### config.mk
export PLATFORM = sky130hd
export DESIGN_NAME = ram4x16_fifo_ctrl
export DESIGN_NICKNAME = d
export VERILOG_FILES = /design/src/rtl/fifo_pkg.sv /design/src/rtl/rr_arb2.sv /design/src/rtl/ram4x16_fifo_ctrl.sv
export SDC_FILE = /design/constraint.sdc
export NUM_CORES = 1
export LEC_CHECK = 0
export BUFFER_PORTS_ARGS = -buffer_cell sky130_fd_sc_hd__buf_2
export CAP_MARGIN = 40
export CELL_PAD_IN_SITES_DETAIL_PLACEMENT = 0
export CELL_PAD_IN_SITES_GLOBAL_PLACEMENT = 1
export CORE_MARGIN = 2
export CORE_UTILIZATION = 25
export CTS_BUF_LIST = sky130_fd_sc_hd__clkbuf_2
export DETAILED_ROUTE_END_ITERATION = 10
export PLACE_DENSITY_LB_ADDON = 0.1
export SYNTH_ARGS = -nofsm -noshare
export SYNTH_HDL_FRONTEND = slang
export SYNTH_SLANG_ARGS = --single-unit
### constraint.sdc
create_clock -name clk -period 5.6 [get_ports clk]
set_clock_uncertainty 0.05 [all_clocks]
set_input_delay 1.12 -clock clk [delete_from_list [all_inputs] [get_ports clk]]
set_output_delay 1.12 -clock clk [all_outputs]
set_load 0.005 [all_outputs]
### src/rtl/fifo_pkg.sv
// Shared types and default sizes for the RAM-backed FIFO controller.
package fifo_pkg;

  localparam int unsigned DATA_W_DEF = 16;
  localparam int unsigned ADDR_W_DEF = 2;
  localparam int unsigned DEPTH_DEF  = 1 << ADDR_W_DEF;

  typedef enum logic {
    CLEAR = 1'b0,
    RUN   = 1'b1
  } state_t;

endpackage

### src/rtl/rr_arb2.sv
// Two-way round-robin slot arbiter; req[0]=read slot, req[1]=write slot.
module rr_arb2 (
  input  logic       clk,
  input  logic       clr_n,
  input  logic       clear,
  input  logic [1:0] req,
  input  logic       fire,
  output logic [1:0] grant
);

  logic prio;

  // Grant the lone requester, or follow prio when both request
  always_comb begin
    grant = 2'b00;
    unique case (req)
      2'b01:   grant = 2'b01;
      2'b10:   grant = 2'b10;
      2'b11:   grant = prio ? 2'b10 : 2'b01;
      default: grant = 2'b00;
    endcase
  end

  // Flip priority only after a contended grant actually transfers
  always_ff @(posedge clk or negedge clr_n) begin
    if (!clr_n) begin
      prio <= 1'b0;
    end else if (clear) begin
      prio <= 1'b0;
    end else if ((req == 2'b11) && fire) begin
      prio <= ~prio;
    end
  end

endmodule

### src/rtl/ram4x16_fifo_ctrl.sv
// FIFO controller that time-shares the single RAM port between push and pop.
module ram4x16_fifo_ctrl
  import fifo_pkg::*;
#(
  parameter int unsigned DATA_W = DATA_W_DEF,
  parameter int unsigned ADDR_W = ADDR_W_DEF
) (
  input  logic              clk,
  input  logic              clr_n,
  input  logic              flush,
  input  logic              push_valid,
  output logic              push_ready,
  input  logic [DATA_W-1:0] push_data,
  output logic              pop_valid,
  input  logic              pop_ready,
  output logic [DATA_W-1:0] pop_data,
  output logic [ADDR_W:0]   count,
  output logic              full,
  output logic              empty,
  output logic              ram_rw,
  output logic [ADDR_W-1:0] ram_addr,
  output logic [DATA_W-1:0] ram_data_in,
  output logic              ram_clr,
  input  logic [DATA_W-1:0] ram_data_out
);

  localparam int unsigned DEPTH = 1 << ADDR_W;
  localparam int unsigned CNT_W = ADDR_W + 1;

  state_t            state;
  logic [ADDR_W-1:0] wr_ptr;
  logic [ADDR_W-1:0] rd_ptr;
  logic              run;
  logic              want_push;
  logic              want_pop;
  logic [1:0]        req;
  logic [1:0]        grant;
  logic              push_fire;
  logic              pop_fire;

  assign full        = (count == CNT_W'(DEPTH));
  assign empty       = (count == '0);
  assign run         = (state == RUN) && !flush;
  assign want_push   = push_valid && !full;
  assign want_pop    = !empty;
  assign req         = run ? {want_push, want_pop} : 2'b00;
  assign ram_data_in = push_data;
  assign push_fire   = push_valid && push_ready;
  assign pop_fire    = pop_valid && pop_ready;

  rr_arb2 u_arb (
    .clk   (clk),
    .clr_n (clr_n),
    .clear (!run),
    .req   (req),
    .fire  (push_fire || pop_fire),
    .grant (grant)
  );

  // Drive the RAM port and handshakes for this cycle's slot
  always_comb begin
    push_ready = 1'b0;
    pop_valid  = 1'b0;
    pop_data   = '0;
    ram_rw     = 1'b0;
    ram_addr   = '0;
    ram_clr    = (state == CLEAR);
    if (run) begin
      if (grant[1]) begin
        ram_addr   = wr_ptr;
        ram_rw     = push_valid;
        push_ready = 1'b1;
      end else begin
        ram_addr  = rd_ptr;
        pop_valid = !empty;
        pop_data  = ram_data_out;
      end
    end
  end

  // State, pointers and occupancy
  always_ff @(posedge clk or negedge clr_n) begin
    if (!clr_n) begin
      state  <= CLEAR;
      wr_ptr <= '0;
      rd_ptr <= '0;
      count  <= '0;
    end else begin
      unique case (state)
        CLEAR: begin
          state <= RUN;
        end
        RUN: begin
          if (flush) begin
            state  <= CLEAR;
            wr_ptr <= '0;
            rd_ptr <= '0;
            count  <= '0;
          end else if (push_fire) begin
            wr_ptr <= wr_ptr + ADDR_W'(1);
            count  <= count + CNT_W'(1);
          end else if (pop_fire) begin
            rd_ptr <= rd_ptr + ADDR_W'(1);
            count  <= count - CNT_W'(1);
          end
        end
        default: state <= CLEAR;
      endcase
    end
  end

endmodule

Word level (Yosys, flattened, before mapping)
Index checks and enable logic that the tools add are counted.

Add/subtract/negate cells: 4. Equality and inequality tests: 6. Mux-type cells: 25. Bitwise operators: 2. Reductions and logical operators: 16.

Operators with widths (count): 16-bit 2-to-1 mux (2); 2-bit 2-to-1 mux (9); 1-bit 2-to-1 mux (9); 3-bit 2-to-1 mux (3); 2-bit case mux with 3 select lines (1); 1-bit logical AND (5); 2-bit by 1-bit adder with 2-bit output, second input constant (2); 2-bit equality test, second input constant (2); 2-bit AND reduction (2); 2-bit nonzero test (2); 3-bit by 1-bit adder with 3-bit output, second input constant (1); 3-bit equality test, second input constant (1); 1-bit zero test (3); 3-bit zero test (1); 3-bit AND reduction (1); 3-bit nonzero test (1); 3-bit by 1-bit subtractor with 3-bit output, second input constant (1); 2-bit by 1-bit equality test with 1-bit output, second input constant (1); 2-bit by 1-bit != test with 1-bit output, second input constant (1); 2-bit != test, second input constant (1); 1-bit NOT (2); 1-bit case mux with 2 select lines (1); 1-bit logical OR (1).

Register bits: 9. Output and inout port bits: 43. Word-level logic and storage cells: 58.

Longest topological paths before layout
Gate-level depths: netlist of the first run.

Word-level depth: 13. Mapped depth: 7. Mapped depth without buffers: 6.

Hierarchy
Synthesis of the first run repeated with hierarchy kept, for this count alone.

Cells, all modules: 107. Area, all modules: 869.6 µm².

Modules (own cells, without submodules): ram4x16_fifo_ctrl (instances 1, cells an instance 99, area each 794.5 µm²); rr_arb2 (instances 1, cells an instance 8, area each 75.1 µm²).

Worst setup path after synthesis of the first run
OpenSTA, ideal clock, no wires.

Path type: input to output. From: in push_valid. To: out pop_data[10]. Arrival: 2.102 ns. Slack: 2.328 ns. Cell stages on the path: 5. Cells stage by stage: or4b_4 > nand2_2 > nor2_2 > clkbuf_2 > and2_1.

Word-level cells in the longest chain between the ends: 6.

Ends and longest elaborated chain: start, declared (RTL line ram4x16_fifo_ctrl.sv:11) `input logic push_valid,`; 1-bit logical AND * (RTL line ram4x16_fifo_ctrl.sv:44) `assign want_push = push_valid && !full;`; 2-bit 2-to-1 mux * (RTL line ram4x16_fifo_ctrl.sv:46) `assign req = run ? {want_push, want_pop} : 2'b00;`; 2-bit equality test or 2-bit by 1-bit equality test with 1-bit output (tied branches) (RTL line rr_arb2.sv:16) `unique case (req)`; 2-bit case mux with 3 select lines * (RTL line rr_arb2.sv:16); 16-bit 2-to-1 mux * (RTL line ram4x16_fifo_ctrl.sv:69) `if (grant[1]) begin`; 16-bit 2-to-1 mux * (RTL line ram4x16_fifo_ctrl.sv:68) `if (run) begin`; end, declared (RTL line ram4x16_fifo_ctrl.sv:16) `output logic [DATA_W-1:0] pop_data,`.

Mark *: on every way between the ends. The rest lies on a longest branch, timed or not.

Worst setup path after layout of the first run
From: in push_valid. To: out pop_data[5].

The elaborated chain is that of the path after synthesis.

==> impl_metrics.py, run 1 <==
metrics = {
    "synthesis": {
        "synth.distinct_cells": 30,
        "synth_nets": 131,
        "syn_area_um2": 791,
        "synthCells": 93,
        "ys_warn_count": 0,
        "avgSynthCellArea_um2": 8.50,
        "ys_ff_latch": 9,
        "yosysSeqAreaShare": 0.285,
    },
    "pwr": {
        "p_int_mw": 0.185,
        "power_switching_mw": 0.139,
        "power_frac_clock": 0.128,
        "peakVddDrop_v": 0.000161,
        "leakage_nw": 0.543,
        "report.power.total_mw": 0.325,
        "power.density_nw_per_um2": 334,
        "swShare": 0.429,
        "seqPwrFrac": 0.348,
        "comb_power_share": 0.524,
    },
    "timing": {
        "setup_tns_ns": 0,
        "fmax_mhz": 288,
        "finalWorstSetupSlack_ns": 2.12,
        "rsz0062_at_grt": "false",
        "final-setup-viol-count": 0,
        "drv_slew": 0,
        "finalHoldViolations": 0,
        "slew_headroom": 0.677,
        "worstMarginPinSlew_ns": 0.483,
        "fin_crit_sh": 0.621,
        "min_period_ns": 3.48,
        "whs_ns": 0.466,
    },
    "floorplan": {
        "ios": 80,
        "die_w_um": 60.2,
        "rows": 20,
        "start_util": 0.261,
        "die_h_um": 60.2,
        "dieArea_um2": 3630,
        "core_um2": 3030,
    },
    "clock_tree": {
        "clock_path_buffers": 2,
        "cts-resized-gates": 0,
        "cts_tree": "done",
        "clock-sinks": 9,
        "cts-root-buf": "clkbuf_2",
        "clk_latency_ns": 0.25,
        "clk_pin_slew_ns": 0.08,
        "htree_levels": 1,
        "holdBufCountCts": 0,
        "post_cts_buffers": 0,
        "cts_made_buffers": 3,
    },
    "placement": {
        "dp_cells": 166,
        "post-place-ws_ns": 2.11,
        "hpwl_um": 1730,
        "placedInstanceArea_um2": 951,
        "gp_congestion": 0.715,
        "io_buffers": 47,
    },
    "worst_setup_path": {
        "end_kind": "output port",
        "worst-endpoint-arrival_ns": 2.31,
        "crit_fanout": 16,
        "startpoint_type": "input pin",
        "critPathRequiredTime_ns": 4.43,
        "worstSetupPathType": "in2out",
    },
    "layout": {
        "syn_to_final_growth_pct": 22.8,
        "drive_gt1_frac": 0.444,
        "layout.cells.non_filler": 170,
        "fin_util": 0.321,
        "mostFrequentLayoutCells": "buf_2 (47), and2_1 (16), dfrtp_1 (9), nand2_1 (7), a21oi_1 (6)",
        "fin_nets": 165,
        "final_area_um2": 971,
        "mostFrequentLayoutCell": "buf_2",
        "antenna_cells": 0,
    },
    "global_route": {
        "grt_overflow": 0,
        "grt_start_max_net_pins": 17,
        "grt_pass1_vias": 674,
        "grt_pass1_wl_um": 3040,
        "groute.usage.overall": 0.115,
        "antenna_found_initial": 0,
    },
    "route": {
        "wl_per_cell_um": 12.3,
        "drc_errors": 0,
        "wl_um": 2090,
        "viasPerCell": 4.30,
        "postRouteAntennaNets": 0,
        "drt_iter0_drc": 23,
        "routed-via-count": 731,
        "drt_first_pass_iters": 4,
    },
    "run_status": {
        "outcome": "complete, no violations",
    },
    "worst_hold_path": {
        "hp-class": "reg2reg",
    },
    "job": {
        "cap_violations": 0,
    },
}
[worst paths after layout]
| check | endpoint | from | slack, ns | depth (start not counted) |
|---|---|---|---|---|
| max in group asynchronous | count[1] | clr_n | 4.66 | 1 |
| hold / removal | wr_ptr[1] | wr_ptr[1] | 0.47 | 1 |
| setup / recovery | pop_data[5] | push_valid | 2.12 | 6 |
| hold reg to reg | wr_ptr[1] | wr_ptr[1] | 0.47 | 1 |
| min in group asynchronous | rd_ptr[0] | clr_n | 0.66 | 1 |
| setup reg to reg | count[2] | count[0] | 3.44 | 5 |
[cell families (layout without fill, tap and decap cells)]
kind of cell | Yosys count | count (layout) | share of synthesized area
AO/OA/AOI/OAI | 13 | 13 | 0.123
XOR/XNOR | 3 | 3 | 0.0332
adder cells (fa/ha/maj) | 1 | 1 | 0.0253
buffers and inverters | 23 | 56 | 0.188
flip-flops | 9 | 9 | 0.285
multiplexers | 4 | 4 | 0.0506
AND/OR/NAND/NOR | 40 | 40 | 0.294
[Yosys cell counts]
| cell type | n | area (um^2) |
|---|---|---|
| a21oi_1 | 6 | 30.0 |
| a21oi_4 | 1 | 16.3 |
| a22o_1 | 1 | 8.76 |
| a22oi_1 | 1 | 7.51 |
| and2_1 | 16 | 100 |
| and3_1 | 2 | 12.5 |
| and3b_1 | 1 | 8.76 |
| buf_2 | 1 | 5.00 |
| buf_4 | 16 | 120 |
| clkbuf_2 | 1 | 5.00 |
| dfrtp_1 | 9 | 225 |
| fa_1 | 1 | 20.0 |
| inv_1 | 5 | 18.8 |
| mux2i_1 | 4 | 40.0 |
| nand2_1 | 7 | 26.3 |
| nand2_2 | 1 | 6.26 |
| nand2b_1 | 1 | 6.26 |
| nand3_1 | 1 | 5.00 |
| nand4_1 | 2 | 12.5 |
| nor2_1 | 4 | 15.0 |
| nor2_2 | 1 | 6.26 |
| nor3b_1 | 1 | 7.51 |
| nor4_1 | 1 | 6.26 |
| o2111ai_1 | 1 | 8.76 |
| o211ai_2 | 1 | 12.5 |
| o21ai_0 | 1 | 5.00 |
| o311ai_0 | 1 | 8.76 |
| or3_1 | 1 | 6.26 |
| or4b_4 | 1 | 13.8 |
| xnor2_1 | 3 | 26.3 |
[power groups by stage]
stage / Clock, mW / Combinational [mW] / Sequential [mW]
after floorplan: 0 / 0.118 / 0.107
after global placement: 0 / 0.173 / 0.115
after detailed placement: 0 / 0.171 / 0.114
after CTS: 0.0446 / 0.173 / 0.113
after global routing: 0.0510 / 0.194 / 0.118
final: 0.0415 / 0.170 / 0.113
[cell type report]
type,instances,area [um^2]
well taps,44,55.1
inverters,5,18.8
flip-flops and latches,9,225
repair buffers,47,235
clock buffers,4,20.0
multi-input cells,61,417
fillers,333,2060
[registers in the layout, indices dropped and copies added, names as in the netlist]
| register | count |
|---|---|
| count | 3 |
| rd_ptr | 2 |
| state | 1 |
| wr_ptr | 2 |
| u_arb.prio | 1 |
[metal layers]
metal,up-vias,share of wire,global-route usage
met5,-,0,0
met3,6,0.083,0.0303
met4,0,0.018,0.0730
met1,331,0.42,0.128
met2,32,0.47,0.193
li1,362,-,-
[worst max-delay path: stages]
cell and delay (ns):
buf_2 0.10, or4b_4 0.51, nand2_2 0.14, nor2_2 0.11, and2_1 0.19, buf_2 0.13
Note: power is estimated with default switching activity, not from simulation.
==> run 2, diff against run 1 <==
- CORE_UTILIZATION: 25 -> 23
- clock period: 5.6 -> 3.4 ns (I/O delays scaled with it)
==> impl_metrics.py, run 2 (synthesized netlist as in run 1, its figures left out) <==
metrics = {
    "layout": {
        "mostFrequentLayoutCells": "buf_2 (47), and2_1 (16), dfrtp_1 (9), nand2_1 (7), a21oi_1 (6)",
        "regMostFlops": "count",
        "top_regs": "count: 3 flops, rd_ptr: 2 flops, wr_ptr: 2 flops",
        "mostFrequentLayoutCell": "buf_2",
        "syn_to_final_growth_pct": 23.1,
        "final_area_um2": 973,
        "drive_gt1_frac": 0.444,
        "largest_reg_flops": 3,
        "antenna_cells": 0,
        "fin_nets": 165,
    },
    "floorplan": {
        "ios": 80,
        "start_util": 0.239,
        "core_um2": 3310,
        "rows": 21,
        "dieArea_um2": 3920,
        "die_w_um": 62.6,
        "die_h_um": 62.6,
    },
    "pwr": {
        "swShare": 0.430,
        "peakVddDrop_v": 0.000242,
        "p_int_mw": 0.306,
        "comb_power_share": 0.527,
        "power_switching_mw": 0.231,
        "leakage_nw": 0.543,
        "power_frac_clock": 0.133,
        "power.density_nw_per_um2": 551,
        "seqPwrFrac": 0.339,
        "report.power.total_mw": 0.536,
    },
    "timing": {
        "worstMarginPinSlew_ns": 0.493,
        "final-setup-viol-count": 0,
        "finalHoldViolations": 0,
        "min_period_ns": 2.73,
        "rsz0062_at_grt": "false",
        "fin_crit_sh": 0.803,
        "fmax_mhz": 366,
        "slew_headroom": 0.671,
        "drv_slew": 0,
        "setup_tns_ns": 0,
    },
    "worst_setup_path": {
        "crit_chain": "o211ai_2, nand2_2, nor2_2, and2_1, buf_2",
        "critPathTopFamily": "simple AND/OR/NAND/NOR gates",
        "critPathRequiredTime_ns": 2.67,
        "crit_path_top_delay_cell": "dfrtp_1",
        "critPathBufInv": 1,
        "end_kind": "output port",
        "worst-endpoint-arrival_ns": 2.00,
        "crit_fanout": 16,
        "worstSetupPathType": "reg2out",
        "startpoint_type": "register",
        "cpPeakStageDelay_ns": 0.46,
    },
    "route": {
        "drc_errors": 0,
        "postRouteAntennaNets": 0,
        "wl_met1_um": 844,
        "viasPerCell": 4.32,
        "met3WireLength_um": 240,
        "wl_um": 1990,
        "highest_layer": "met4",
        "wl_per_cell_um": 11.6,
        "routed-via-count": 743,
        "drt_first_pass_iters": 4,
        "route.met2.wl_um": 891,
        "drt_iter0_drc": 7,
    },
    "clock_tree": {
        "post_cts_buffers": 0,
        "clk_pin_slew_ns": 0.10,
        "cts_made_buffers": 3,
        "cts-root-buf": "clkbuf_2",
        "clock-sinks": 9,
        "holdBufCountCts": 0,
        "clock_path_buffers": 2,
        "htree_levels": 1,
        "clk_latency_ns": 0.25,
        "cts-resized-gates": 0,
        "cts_tree": "done",
    },
    "run_status": {
        "outcome": "complete, no violations",
    },
    "global_route": {
        "grt_overflow": 0,
        "grt_pass1_vias": 669,
        "grt_pass1_wl_um": 3250,
        "grt_start_max_net_pins": 17,
        "groute.usage.overall": 0.105,
        "antenna_found_initial": 0,
    },
    "placement": {
        "gp_congestion": 0.669,
        "placedInstanceArea_um2": 953,
        "hpwl_um": 1600,
        "io_buffers": 47,
    },
    "worst_hold_path": {
        "hp-class": "in2async",
    },
    "job": {
        "cap_violations": 0,
    },
}
## run 2: cell counts in the layout (fill, tap and decap cells not counted)
No cell type changed its count.
## run 2: worst register-to-register path, stage by stage (launching register included)
cell and delay [ns]:
dfrtp_1 0.46, or4b_4 0.62, a21oi_4 0.24, fa_1 0.27, nand4_1 0.12, o311ai_0 0.35
## run 2: worst paths after layout
check	from	to	slack (ns)	depth (start not counted)
worst max-delay path	count[1]	pop_data[9]	0.67	5
worst min-delay path	clr_n	count[0]	0.21	1
worst max register to register	count[1]	count[2]	1.18	5
worst min register to register	wr_ptr[1]	wr_ptr[1]	0.46	1
max in group asynchronous	clr_n	wr_ptr[0]	2.90	1
min in group clk	wr_ptr[1]	wr_ptr[1]	0.46	1
## run 2: power groups by stage
stage,combinational [mW],sequential (mW),clock (mW)
after global placement,0.289,0.185,0
after CTS,0.288,0.182,0.0752
final,0.283,0.182,0.0714
after detailed placement,0.283,0.184,0
after global routing,0.316,0.190,0.0802
after floorplan,0.194,0.176,0
## run 2: final cells by class
class	instances	area [um^2]
inverters	5	18.8
clock buffers	4	20.0
flip-flops and latches	9	225
fillers	367	2340
multi-input cells	61	417
well taps	46	57.6
repair buffers	47	235
## run 2: per-stage QoR
stage	util	cells	hold WS (ns)	setup WS [ns]
floorplan	-	93	0.334	1.01
global placement	0.288	168	0.451	0.801
detailed placement	0.288	168	0.449	0.786
CTS	0.294	172	0.203	0.602
global route	0.294	172	0.203	0.383
finish	0.294	172	0.215	0.671
## run 2: per-layer routing
metal  global-route usage  vias up
met5                    0        -
met4               0.0556        0
met3               0.0468        2
met2                0.159       52
met1                0.125      328
li1                     -      361
==> run 3, diff against run 2 <==
- clock period: 3.4 -> 2.7 ns (I/O delays scaled with it)
==> impl_metrics.py, run 3 (synthesized netlist as in run 1, its figures left out) <==
metrics = {
    "timing": {
        "fmax_mhz": 408,
        "drv_slew": 0,
        "final-setup-viol-count": 0,
        "setup_tns_ns": 0,
        "worstMarginPinSlew_ns": 0.430,
        "slew_headroom": 0.713,
        "finalHoldViolations": 0,
        "min_period_ns": 2.45,
        "whs_ns": 0.0744,
        "fin_crit_sh": 0.907,
        "rsz0062_at_grt": "false",
    },
    "global_route": {
        "groute.usage.overall": 0.100,
        "grt_start_max_net_pins": 17,
        "grt_pass1_wl_um": 3200,
        "antenna_found_initial": 0,
        "grt_pass1_vias": 704,
        "grt_overflow": 0,
    },
    "clock_tree": {
        "cts-resized-gates": 0,
        "post_cts_buffers": 0,
        "cts_made_buffers": 3,
        "clk_latency_ns": 0.25,
        "clock_path_buffers": 2,
        "htree_levels": 1,
        "holdBufCountCts": 0,
        "clock-sinks": 9,
        "cts_tree": "done",
        "clk_pin_slew_ns": 0.10,
        "cts-root-buf": "clkbuf_2",
    },
    "layout": {
        "syn_to_final_growth_pct": 25.6,
        "final_area_um2": 993,
        "antenna_cells": 0,
        "regMostFlops": "count",
        "mostFrequentLayoutCells": "buf_2 (47), and2_1 (16), dfrtp_1 (9), nand2_1 (7), a21oi_1 (6)",
        "fin_nets": 167,
        "top_regs": "count: 3 flops, rd_ptr: 2 flops, wr_ptr: 2 flops",
        "fin_util": 0.300,
        "drive_gt1_frac": 0.453,
        "mostFrequentLayoutCell": "buf_2",
        "largest_reg_flops": 3,
    },
    "route": {
        "routed-via-count": 748,
        "wl_per_cell_um": 10.9,
        "wl_um": 1900,
        "drc_errors": 0,
        "viasPerCell": 4.30,
        "drt_first_pass_iters": 3,
        "drt_iter0_drc": 12,
        "postRouteAntennaNets": 0,
    },
    "worst_setup_path": {
        "worst-endpoint-arrival_ns": 1.86,
        "worst_r2r_endpoint": "count[2]",
        "timing.rr.start": "count[1]",
        "cp-endpoint": "ram_addr[1]",
        "regToRegSetupSlack_ns": 0.54,
        "critPathRequiredTime_ns": 2.11,
        "rr_worst_depth": 5,
        "startpoint_type": "register",
        "crit_fanout": 7,
        "end_kind": "output port",
        "cp-startpoint": "count[1]",
        "worstSetupPathType": "reg2out",
    },
    "placement": {
        "hpwl_um": 1590,
        "gp_congestion": 0.685,
        "io_buffers": 47,
        "placedInstanceArea_um2": 968,
    },
    "floorplan": {
        "core_um2": 3310,
        "start_util": 0.239,
        "dieArea_um2": 3920,
        "rows": 21,
        "ios": 80,
        "die_h_um": 62.6,
        "die_w_um": 62.6,
    },
    "worst_hold_path": {
        "hp-class": "in2async",
    },
    "pwr": {
        "power_frac_clock": 0.127,
        "power.density_nw_per_um2": 689,
        "power_switching_mw": 0.290,
        "peakVddDrop_v": 0.000399,
        "leakage_nw": 0.553,
        "seqPwrFrac": 0.323,
        "swShare": 0.423,
        "comb_power_share": 0.550,
        "p_int_mw": 0.395,
    },
    "job": {
        "cap_violations": 0,
    },
    "run_status": {
        "outcome": "complete, no violations",
    },
}
run 3: routing by layer:
layer / track usage / wire length [um] / vias up
li1: - / - / 369
met2: 0.152 / 846 / 52
met1: 0.117 / 773 / 325
met4: 0.0556 / 10 / 0
met5: 0 / 0 / -
met3: 0.0450 / 272 / 2
run 3: how the worst min path moves through the flow:
| stage | start | endpoint | slack [ns] | cells after the start |
|---|---|---|---|---|
| 3_3_place_gp | clr_n | count[0] | 0.36 | 1 |
| 6_report | clr_n | rd_ptr[0] | 0.07 | 1 |
| 3_5_place_dp | clr_n | count[0] | 0.36 | 1 |
| 5_1_grt | clr_n | rd_ptr[0] | 0.05 | 1 |
| 4_1_cts | clr_n | rd_ptr[0] | 0.07 | 1 |
| 2_1_floorplan | clr_n | count[0] | 0.19 | 0 |
run 3: layout make-up:
class / count / area (um^2)
timing repair buffer: 49 / 250
inverter: 5 / 18.8
multi-input combinational: 61 / 422
clock buffer: 4 / 20.0
sequential: 9 / 225
tap: 46 / 57.6
fill: 378 / 2320
run 3: critical path: stages, from the launching register on:
cell and delay, ns:
dfrtp_1 0.45, or4b_4 0.61, nand2_2 0.16, mux2i_1 0.20, nor2_1 0.06, buf_2 0.14
run 3: stage by stage:
step / worst slack, ns / total power [mW] / cells
4_1_cts: 0.185 / 0.692 / 174
6_report: 0.252 / 0.684 / 174
3_3_place_gp: 0.338 / 0.614 / 170
5_1_grt: 0.0728 / 0.753 / 174
3_5_place_dp: 0.342 / 0.597 / 170
2_1_floorplan: 0.588 / 0.466 / 93
run 3: power by group through the flow:
stage	logic [mW]	registers, mW	clock network, mW
final	0.376	0.221	0.0870
after global routing	0.421	0.231	0.100
after CTS	0.378	0.222	0.0923
after detailed placement	0.373	0.224	0
after global placement	0.386	0.228	0
after floorplan	0.245	0.222	0
